<file path="src/rtl/cpu_pkg.sv">
// Shared definitions for the instruction fetch front end: FSM encoding,
// the NOP word handed to IF/ID when nothing is queued, and the PC step.
package cpu_pkg;

  typedef enum logic [1:0] {
    ST_IDLE  = 2'd0,
    ST_REQ   = 2'd1,
    ST_DRAIN = 2'd2
  } state_e;

  localparam logic [31:0] NOP_WORD = 32'h0;
  localparam logic [31:0] PC_STEP  = 32'd4;

  // Fetch addresses are always word aligned.
  function automatic logic [31:0] word_align(input logic [31:0] addr);
    return addr & ~32'h3;
  endfunction

endpackage

</file>
<file path="src/rtl/fifo_sync.sv">
// Synchronous circular-buffer FIFO with push/pop/flush and occupancy outputs.
// Read data is the raw head slot; the consumer gates it with empty_o.
module fifo_sync #(
  parameter int unsigned WIDTH = 64,
  parameter int unsigned DEPTH = 4
) (
  input  logic                   clk,
  input  logic                   reset,
  input  logic                   push_i,
  input  logic                   pop_i,
  input  logic                   flush_i,
  input  logic [WIDTH-1:0]       wdata_i,
  output logic [WIDTH-1:0]       rdata_o,
  output logic [$clog2(DEPTH):0] count_o,
  output logic                   full_o,
  output logic                   empty_o
);

  localparam int unsigned AW = $clog2(DEPTH);

  logic [WIDTH-1:0] mem_q [DEPTH];
  logic [AW-1:0]    rd_ptr_q;
  logic [AW-1:0]    wr_ptr_q;
  logic [AW:0]      count_q;
  logic             do_push;
  logic             do_pop;

  assign full_o  = (count_q == (AW+1)'(DEPTH));
  assign empty_o = (count_q == '0);
  assign count_o = count_q;
  assign rdata_o = mem_q[rd_ptr_q];

  // A push into a full buffer is accepted only when the head leaves the same cycle.
  assign do_pop  = pop_i && !empty_o;
  assign do_push = push_i && (!full_o || do_pop);

  always_ff @(posedge clk) begin
    if (reset || flush_i) begin
      rd_ptr_q <= '0;
      wr_ptr_q <= '0;
      count_q  <= '0;
    end else begin
      if (do_push) wr_ptr_q <= wr_ptr_q + 1'b1;
      if (do_pop)  rd_ptr_q <= rd_ptr_q + 1'b1;
      if (do_push && !do_pop) begin
        count_q <= count_q + 1'b1;
      end else if (do_pop && !do_push) begin
        count_q <= count_q - 1'b1;
      end
    end
  end

  always_ff @(posedge clk) begin
    if (do_push && !flush_i) mem_q[wr_ptr_q] <= wdata_i;
  end

endmodule

</file>
<file path="src/rtl/inst_prefetch_queue.sv">
// Instruction prefetch queue: owns the fetch PC, runs one memory request at a
// time and buffers fetched words with their PC+4 for the IF/ID register.
module inst_prefetch_queue
  import cpu_pkg::*;
#(
  parameter int unsigned DEPTH    = 4,
  parameter logic [31:0] RESET_PC = 32'h0000_0000
) (
  input  logic        clk,
  input  logic        reset,
  output logic        mem_req,
  output logic [31:0] mem_addr,
  input  logic        mem_ack,
  input  logic [31:0] mem_rdata,
  input  logic        redirect,
  input  logic [31:0] redirect_pc,
  input  logic        hold,
  output logic        inst_valid,
  output logic [31:0] inst,
  output logic [31:0] inst_pc4,
  output state_e      dbg_state
);

  localparam int unsigned CW = $clog2(DEPTH) + 1;

  // Handshakes: mem_req/mem_addr stay stable until the cycle mem_ack is seen,
  // which completes the request. inst_valid offers the head entry, which is
  // consumed on any clock where inst_valid=1, hold=0 and redirect=0.
  state_e      state_q;
  logic [31:0] fetch_pc_q;
  logic [31:0] pend_pc_q;

  logic [31:0]   target_pc;
  logic [31:0]   pc_plus4;
  logic          push;
  logic          pop;
  logic          slot_free;
  logic [CW-1:0] count;
  logic [CW-1:0] count_after;
  logic          full;
  logic          empty;
  logic [63:0]   head;

  assign target_pc   = word_align(redirect_pc);
  assign pc_plus4    = fetch_pc_q + PC_STEP;
  assign pop         = !empty && !hold && !redirect;
  assign push        = (state_q == ST_REQ) && mem_ack && !redirect && (!full || pop);
  assign count_after = count + CW'(push) - CW'(pop);
  assign slot_free   = (count_after < CW'(DEPTH));

  fifo_sync #(
    .WIDTH (64),
    .DEPTH (DEPTH)
  ) u_fifo (
    .clk     (clk),
    .reset   (reset),
    .push_i  (push),
    .pop_i   (pop),
    .flush_i (redirect),
    .wdata_i ({pc_plus4, mem_rdata}),
    .rdata_o (head),
    .count_o (count),
    .full_o  (full),
    .empty_o (empty)
  );

  // In DRAIN fetch_pc_q still holds the squashed address; the redirect target
  // waits in pend_pc_q until the outstanding request completes.
  always_ff @(posedge clk) begin
    if (reset) begin
      state_q    <= ST_IDLE;
      fetch_pc_q <= RESET_PC;
      pend_pc_q  <= RESET_PC;
    end else begin
      case (state_q)
        ST_IDLE: begin
          if (redirect) fetch_pc_q <= target_pc;
          if (redirect || slot_free) state_q <= ST_REQ;
        end
        ST_REQ: begin
          if (mem_ack) begin
            if (redirect) begin
              fetch_pc_q <= target_pc;
              state_q    <= ST_IDLE;
            end else begin
              fetch_pc_q <= pc_plus4;
              if (!slot_free) state_q <= ST_IDLE;
            end
          end else if (redirect) begin
            pend_pc_q <= target_pc;
            state_q   <= ST_DRAIN;
          end
        end
        ST_DRAIN: begin
          if (mem_ack) begin
            fetch_pc_q <= redirect ? target_pc : pend_pc_q;
            state_q    <= ST_IDLE;
          end else if (redirect) begin
            pend_pc_q <= target_pc;
          end
        end
        default: state_q <= ST_IDLE;
      endcase
    end
  end

  assign mem_req    = (state_q == ST_REQ) || (state_q == ST_DRAIN);
  assign mem_addr   = fetch_pc_q;
  assign inst_valid = !empty;
  assign inst       = empty ? NOP_WORD : head[31:0];
  assign inst_pc4   = empty ? 32'h0 : head[63:32];
  assign dbg_state  = state_q;

endmodule
</file>
<file path="config.mk">
export PLATFORM = sky130hd
export DESIGN_NAME = inst_prefetch_queue
export DESIGN_NICKNAME = d
export VERILOG_FILES = /design/src/rtl/cpu_pkg.sv /design/src/rtl/fifo_sync.sv /design/src/rtl/inst_prefetch_queue.sv
export SDC_FILE = /design/constraint.sdc
export NUM_CORES = 1
export LEC_CHECK = 0
export CAP_MARGIN = 20
export CORE_MARGIN = 2
export CORE_UTILIZATION = 39
export DETAILED_ROUTE_END_ITERATION = 8
export PLACE_DENSITY = 0.68
export SLEW_MARGIN = 10
export SYNTH_ARGS = -nofsm -noshare
export SYNTH_HDL_FRONTEND = slang
export SYNTH_SLANG_ARGS = --single-unit
</file>
<file path="constraint.sdc">
create_clock -name clk -period 4.7 [get_ports clk]
set_clock_uncertainty 0.15 [all_clocks]
set_input_delay 0.47 -clock clk [delete_from_list [all_inputs] [get_ports clk]]
set_output_delay 0.47 -clock clk [all_outputs]
set_load 0.01 [all_outputs]
</file>
**Word-level counts from Yosys, hierarchy flattened**

Memory sizes are Yosys's and may differ from the RTL's. A register that Yosys moved wholly into a read port is not among the register bits.
Cells that the tools add are included.

- RAM bits: 256
- Word-level logic and storage cells: 75
- Input bits: 69
- Memories: 1
- Register bits: 73

Memory list:

| memory | depth | width | read ports | clocked after memory_dff | write ports | RTL line | RTL |
|---|---|---|---|---|---|---|---|
| u_fifo.mem_q | 4 | 64 | 1 | 1 | 1 | fifo_sync.sv:21 | `logic [WIDTH-1:0] mem_q [DEPTH];` |

- $lt $le $gt $ge: 1
- $add $sub $neg: 7
- Multiplexer cells: 21
- Reduce and logical (&&, ||, !) cells: 29
- Equality and inequality tests: 9
- Bitwise operators: 1

Operators with widths:

| cell | number |
|---|---|
| 32-bit two-way mux | 7 |
| 32-bit one-hot mux with 3 select lines | 1 |
| 32-bit by 3-bit adder with 32-bit output, second input constant | 1 |
| 2-bit two-way mux | 8 |
| 1-bit logical AND | 10 |
| 2-bit != test, second input constant | 4 |
| 4-bit AND reduction | 2 |
| 1-bit logical NOT | 6 |
| 3-bit two-way mux | 2 |
| 3-bit != test, second input constant | 2 |
| 2-bit one-hot mux with 3 select lines | 1 |
| 1-bit logical OR | 5 |
| 2-bit by 1-bit adder with 2-bit output, second input constant | 2 |
| 3-bit by 1-bit adder with 3-bit output | 1 |
| 3-bit by 1-bit adder with 3-bit output, second input constant | 1 |
| 3-bit equality test, second input constant | 1 |
| 3-bit logical NOT | 1 |
| 3-bit less-than comparator, second input constant | 1 |
| 3-bit nonzero test | 1 |
| 3-bit by 1-bit subtractor with 3-bit output | 1 |
| 3-bit by 1-bit subtractor with 3-bit output, second input constant | 1 |
| 2-bit by 1-bit equality test with 1-bit output, second input constant | 1 |
| 2-bit equality test, second input constant | 1 |
| 2-bit logical NOT | 1 |
| 5 further kinds | 6 |

**Longest topological paths before layout**

- Depth after elaboration: 13
- Gate-level depth with buffers: 11
- Mapped depth without buffers: 10

**Hierarchy**

A second synthesis with hierarchy kept.

- Cells, all modules: 986
- Area total of the unflattened synthesis: 14377.5 sq um

By module, submodules not included:

| module | area an instance (sq um) | instances | cells each |
|---|---|---|---|
| fifo_sync | 9791.9 | 1 | 386 |
| inst_prefetch_queue | 4585.6 | 1 | 600 |

**Worst setup path after synthesis**

No wires, ideal clock.

- Path type: reg2reg
- Start: reg state_q[0], in the netlist dbg_state[0]
- End: mem u_fifo.mem_q[0][0], enable pin
- Required time: 4.121 ns
- Data arrival time: 2.922 ns
- Cell stages (with the launch flop): 6
- Buffers on the path: 1
- Library setup time: 0.429 ns
- Period minus slack after synthesis: 3.501 ns
- Slack: 1.199 ns
- Path through: dfxtp_1 > ha_1 > nor2b_1 > and3_1 > clkbuf_1 > and2_1

- Cells in the longest elaborated chain, start to end: 8

RTL lines:

| what | RTL line | RTL |
|---|---|---|
| from (decl) | inst_prefetch_queue.sv:29 | `state_e state_q;` |
| from (signal assigned) | inst_prefetch_queue.sv:71 | `state_q <= ST_IDLE;` |
| from (signal assigned) | inst_prefetch_queue.sv:78 | `if (redirect \|\| slot_free) state_q <= ST_REQ;` |
| from (signal assigned) | inst_prefetch_queue.sv:84 | `state_q <= ST_IDLE;` |
| 2-bit by 1-bit equality test with 1-bit output | inst_prefetch_queue.sv:47 | `assign push = (state_q == ST_REQ) && mem_ack && !redirect && (!full \|\| pop);` |
| 1-bit logical AND (3 in series) | inst_prefetch_queue.sv:47 |  |
| 1-bit logical AND | fifo_sync.sv:35 | `assign do_push = push_i && (!full_o \|\| do_pop);` |
| 1-bit logical AND | fifo_sync.sv:54 | `if (do_push && !flush_i) mem_q[wr_ptr_q] <= wdata_i;` |
| 1-bit two-way mux | fifo_sync.sv:54 |  |
| 1-bit two-way mux (implied by the code) | fifo_sync.sv:54 |  |
| to (decl) | fifo_sync.sv:21 |  |

No other way between the ends.

==> impl_results.md <==
* Status: finished, final reports clean
* Layout cells sized above 1 at 0.1325
* Largest family of logic cells by synthesized area: simple AND/OR/NAND/NOR gates
* Adder-cell share of the synthesized area at 0.01208
* Critical Path Sink Type: primary output
* TritonCTS clock tree: yes
* Largest net degree at the start of global routing at 66
* Nets at 1208
* YS warnings at 0
* Die width at 194.1 microns
* Grt total ovfl at 0
* Cell taking the most area after synthesis: edfxtp_1
* Yosys cell types at 65
* Critical path's top delay family: buffers and inverters
* Commonest non-fill, non-tap cell in the layout: edfxtp_1
* Detailed Place HPWL at 21000 microns
* Hold depth at 2
* Clock Tree Root: clkbuf_16
* Relative slew slack at 0.2678
* Max-cap viol count at 0
* Max-slew violations at 0
* Sequential element share of the synthesized area at 0.6523
* DIE HEIGHT at ~190 microns
* FF+latch count, synth at 331
* Synth-to-layout area growth at 23.28%
* Worst Hold Path EP: pend_pc_q[5]
* Crit-path cells: buf_4 -> mux4_2 -> and2_1 -> clkdlybuf4s50_1
* Total die area at ~38000 sq um
* Worst Hold Class: reg2reg
* Buf/Inv on CP at 2
* Post-Syn Instances at 969
* Starting density of the core at 0.3961
* I/O pin cnt at about 170
* Hold_buf cts at 0
* Finished Core Util at 0.4883
* Wirelength, routed at 33050 microns
* Setup crit start kind: register
* Crit-path slowest cell: dfxtp_4
* Core area at 35570 sq um
* Achievable Freq at approximately 0.29 GHz
* Post-cts sizing count at 0
* Placer Congestion at 0.8238
* R2R Setup Slk at 1.42 ns
* Worst vdd ir at between 0.0003 and 0.0004 V
* DRT iter0 DRCs at approximately 620
* Critical path fanouts, max at 22
* Antenna diodes at 0
* Arrival @ worst endpoint at 2.86 ns
* Tmin final at 3.480 ns
* Synth async-reset ratio at 0
* Hold WS at 0.3055 ns
* RSZ-0062 raised after global routing: no
* DRC violations left at 0
* Worst slew pin tran at 1.098 ns
* Initial antenna violation count at 0
* Row cnt at 69
* Cell leakage power at 5.627 nW
* Placed cell count at around 1500
* Final Cycle Share at 0.7405
* Clk slew on worst S/H paths at roughly 0.060 ns
* Req. time, crit path at about 4.1 ns
* Setup bufs post-CTS at 0
* Setup-failing EPs final at 0
* Compound-Gate Fraction of Synth Area at 0.07674
* Max Root-Sink Buffers at 3
* Share of the synthesized area in the top cell type at 0.5457
* Top post-synthesis cells by area: edfxtp_1 55%, dfxtp_1 11%, mux4_2 10%
* Xor/xnor share of the synthesized area at 0.02176
* Most frequent cells in the layout: 256 x edfxtp_1, 165 x clkdlybuf4s50_1, 81 x nand2_1
* Reg2reg start: dbg_state[0]
* CTS Buf Count at 37
* Worst-Skew Late Latency at 0.51 ns
* Mux contribution to synthesized area at 0.1060
* Finished Layout Cells at 1616
* Pwr dens at 418.5 nW/um^2
* CTS sink count at 331
* Vias/cell at around 5.5
* # port buffers at 166
* R2R cell count at 6
* Routed vias at 8827
* Slowest cell delay on critical path at 0.63 ns
* Crit Path Class: reg2out
* Fin. Hold Viols at 0
* Routed WL per cell at 20.45 microns
* Post-synth EDFFs at roughly 260
* Vias in the first global route at 8778
* Main synth FF type: edfxtp_1
* Mapped Avg Cell Area at between 10 and 15 sq um
* Mapped Nets at 1051
* H-tree levels at 2
* Simple-gate share of the synthesized area at 0.1078
* Hold path startpoint: pend_pc_q[5]
* First-pass GRT wire length at 50740 microns
* DRT antenna net count at 0
* DR pass1 iterations at 5
* All-Layer GR Usage at 0.1723
* Post-Syn Area at 14090 sq um
* Worst R2R End: mem_addr[13]
* Fin Setup TNS at 0 ns
state kept, by name (all words and copies together), names as in the netlist, named ones only:
name             flops
dbg_state            2
mem_addr            32
pend_pc_q           32
u_fifo.count_o       3
u_fifo.mem_q       256
u_fifo.rd_ptr_q      2
u_fifo.wr_ptr_q      2
stage by stage:
stage	setup slack (ns)	instance area [sq um]	power [mW]
2_1_floorplan	1.199	14090	4.095
3_3_place_gp	1.220	16230	4.613
3_5_place_dp	1.198	16230	4.639
4_1_cts	1.094	17370	7.328
5_1_grt	1.016	17370	7.559
6_report	1.220	17370	7.267
tightest hold or removal path, stage by stage (launching register included):
cell	delay [ns]
dfxtp_1	0.31
nand2_1	0.05
a21oi_1	0.05
cells in the mapped netlist, drive strengths merged, types with 3 or more instances:
cell    instances
edfxtp        256
nand2          82
dfxtp          75
and2           71
mux4           64
clkbuf         47
a21oi          44
nor2           38
o21ai          37
xnor2          21
buf            18
inv            16
nand3          15
xor2           14
a221oi         12
ha             12
nor3           12
a221o          10
nand4          10
nor4           10
a22o            9
a31oi           9
or4             9
and3            8
or3             6
a211oi          5
and4            5
o211ai          5
mux2i           4
nor2b           4
o221ai          4
a22oi           3
nor3b           3
o221a           3
o22ai           3
power by group:
group          switching [mW]  leakage [nW]  internal (mW)
Combinational           0.605          2.14          0.490
Sequential              0.152          2.94           3.33
Clock                    1.10         0.546           1.59
Total                    1.86          5.63           5.41
worst max path at each step:
stage            startpoint  depth (start not counted)  slack, ns            endpoint
5_1_grt            register                          4       1.02            inst[31]
2_1_floorplan  dbg_state[0]                          5       1.20  u_fifo.mem_q[0][0]
3_3_place_gp       redirect                         11       1.22        dbg_state[1]
6_report           register                          4       1.22             inst[0]
3_5_place_dp       redirect                         11       1.20        dbg_state[1]
4_1_cts            register                          4       1.09             inst[0]
cells by family (layout without fill, tap and decap cells):
group                      after synthesis  after routing
adders and majority gates               13             13
muxes                                   69             69
and+or+nand+nor                        279            279
AOI/OAI and AO/OA                      161            161
buffers and inverters                   81            267
xor gates and xnor gates                35             35
DFF                                    331            331
layout make-up:
| class | count | area (sq um) |
|---|---|---|
| clock buffer | 49 | 1023 |
| clock inverter | 19 | 117.6 |
| fill | 3076 | 18200 |
| inverter | 16 | 60.06 |
| multi-input combinational | 557 | 4586 |
| sequential | 331 | 9194 |
| tap | 461 | 576.8 |
| timing repair buffer | 183 | 1809 |
routing by layer:
layer | vias to the layer above | routed length, microns | global-route usage
li1 | 4053 | - | -
met3 | 35 | 2284 | 0.03444
met1 | 4398 | 14590 | 0.2407
met5 | - | 0 | 0
met4 | 0 | 472 | 0.03676
met2 | 341 | 15700 | 0.2801
No activity file was read; power rests on OpenSTA's default activity.
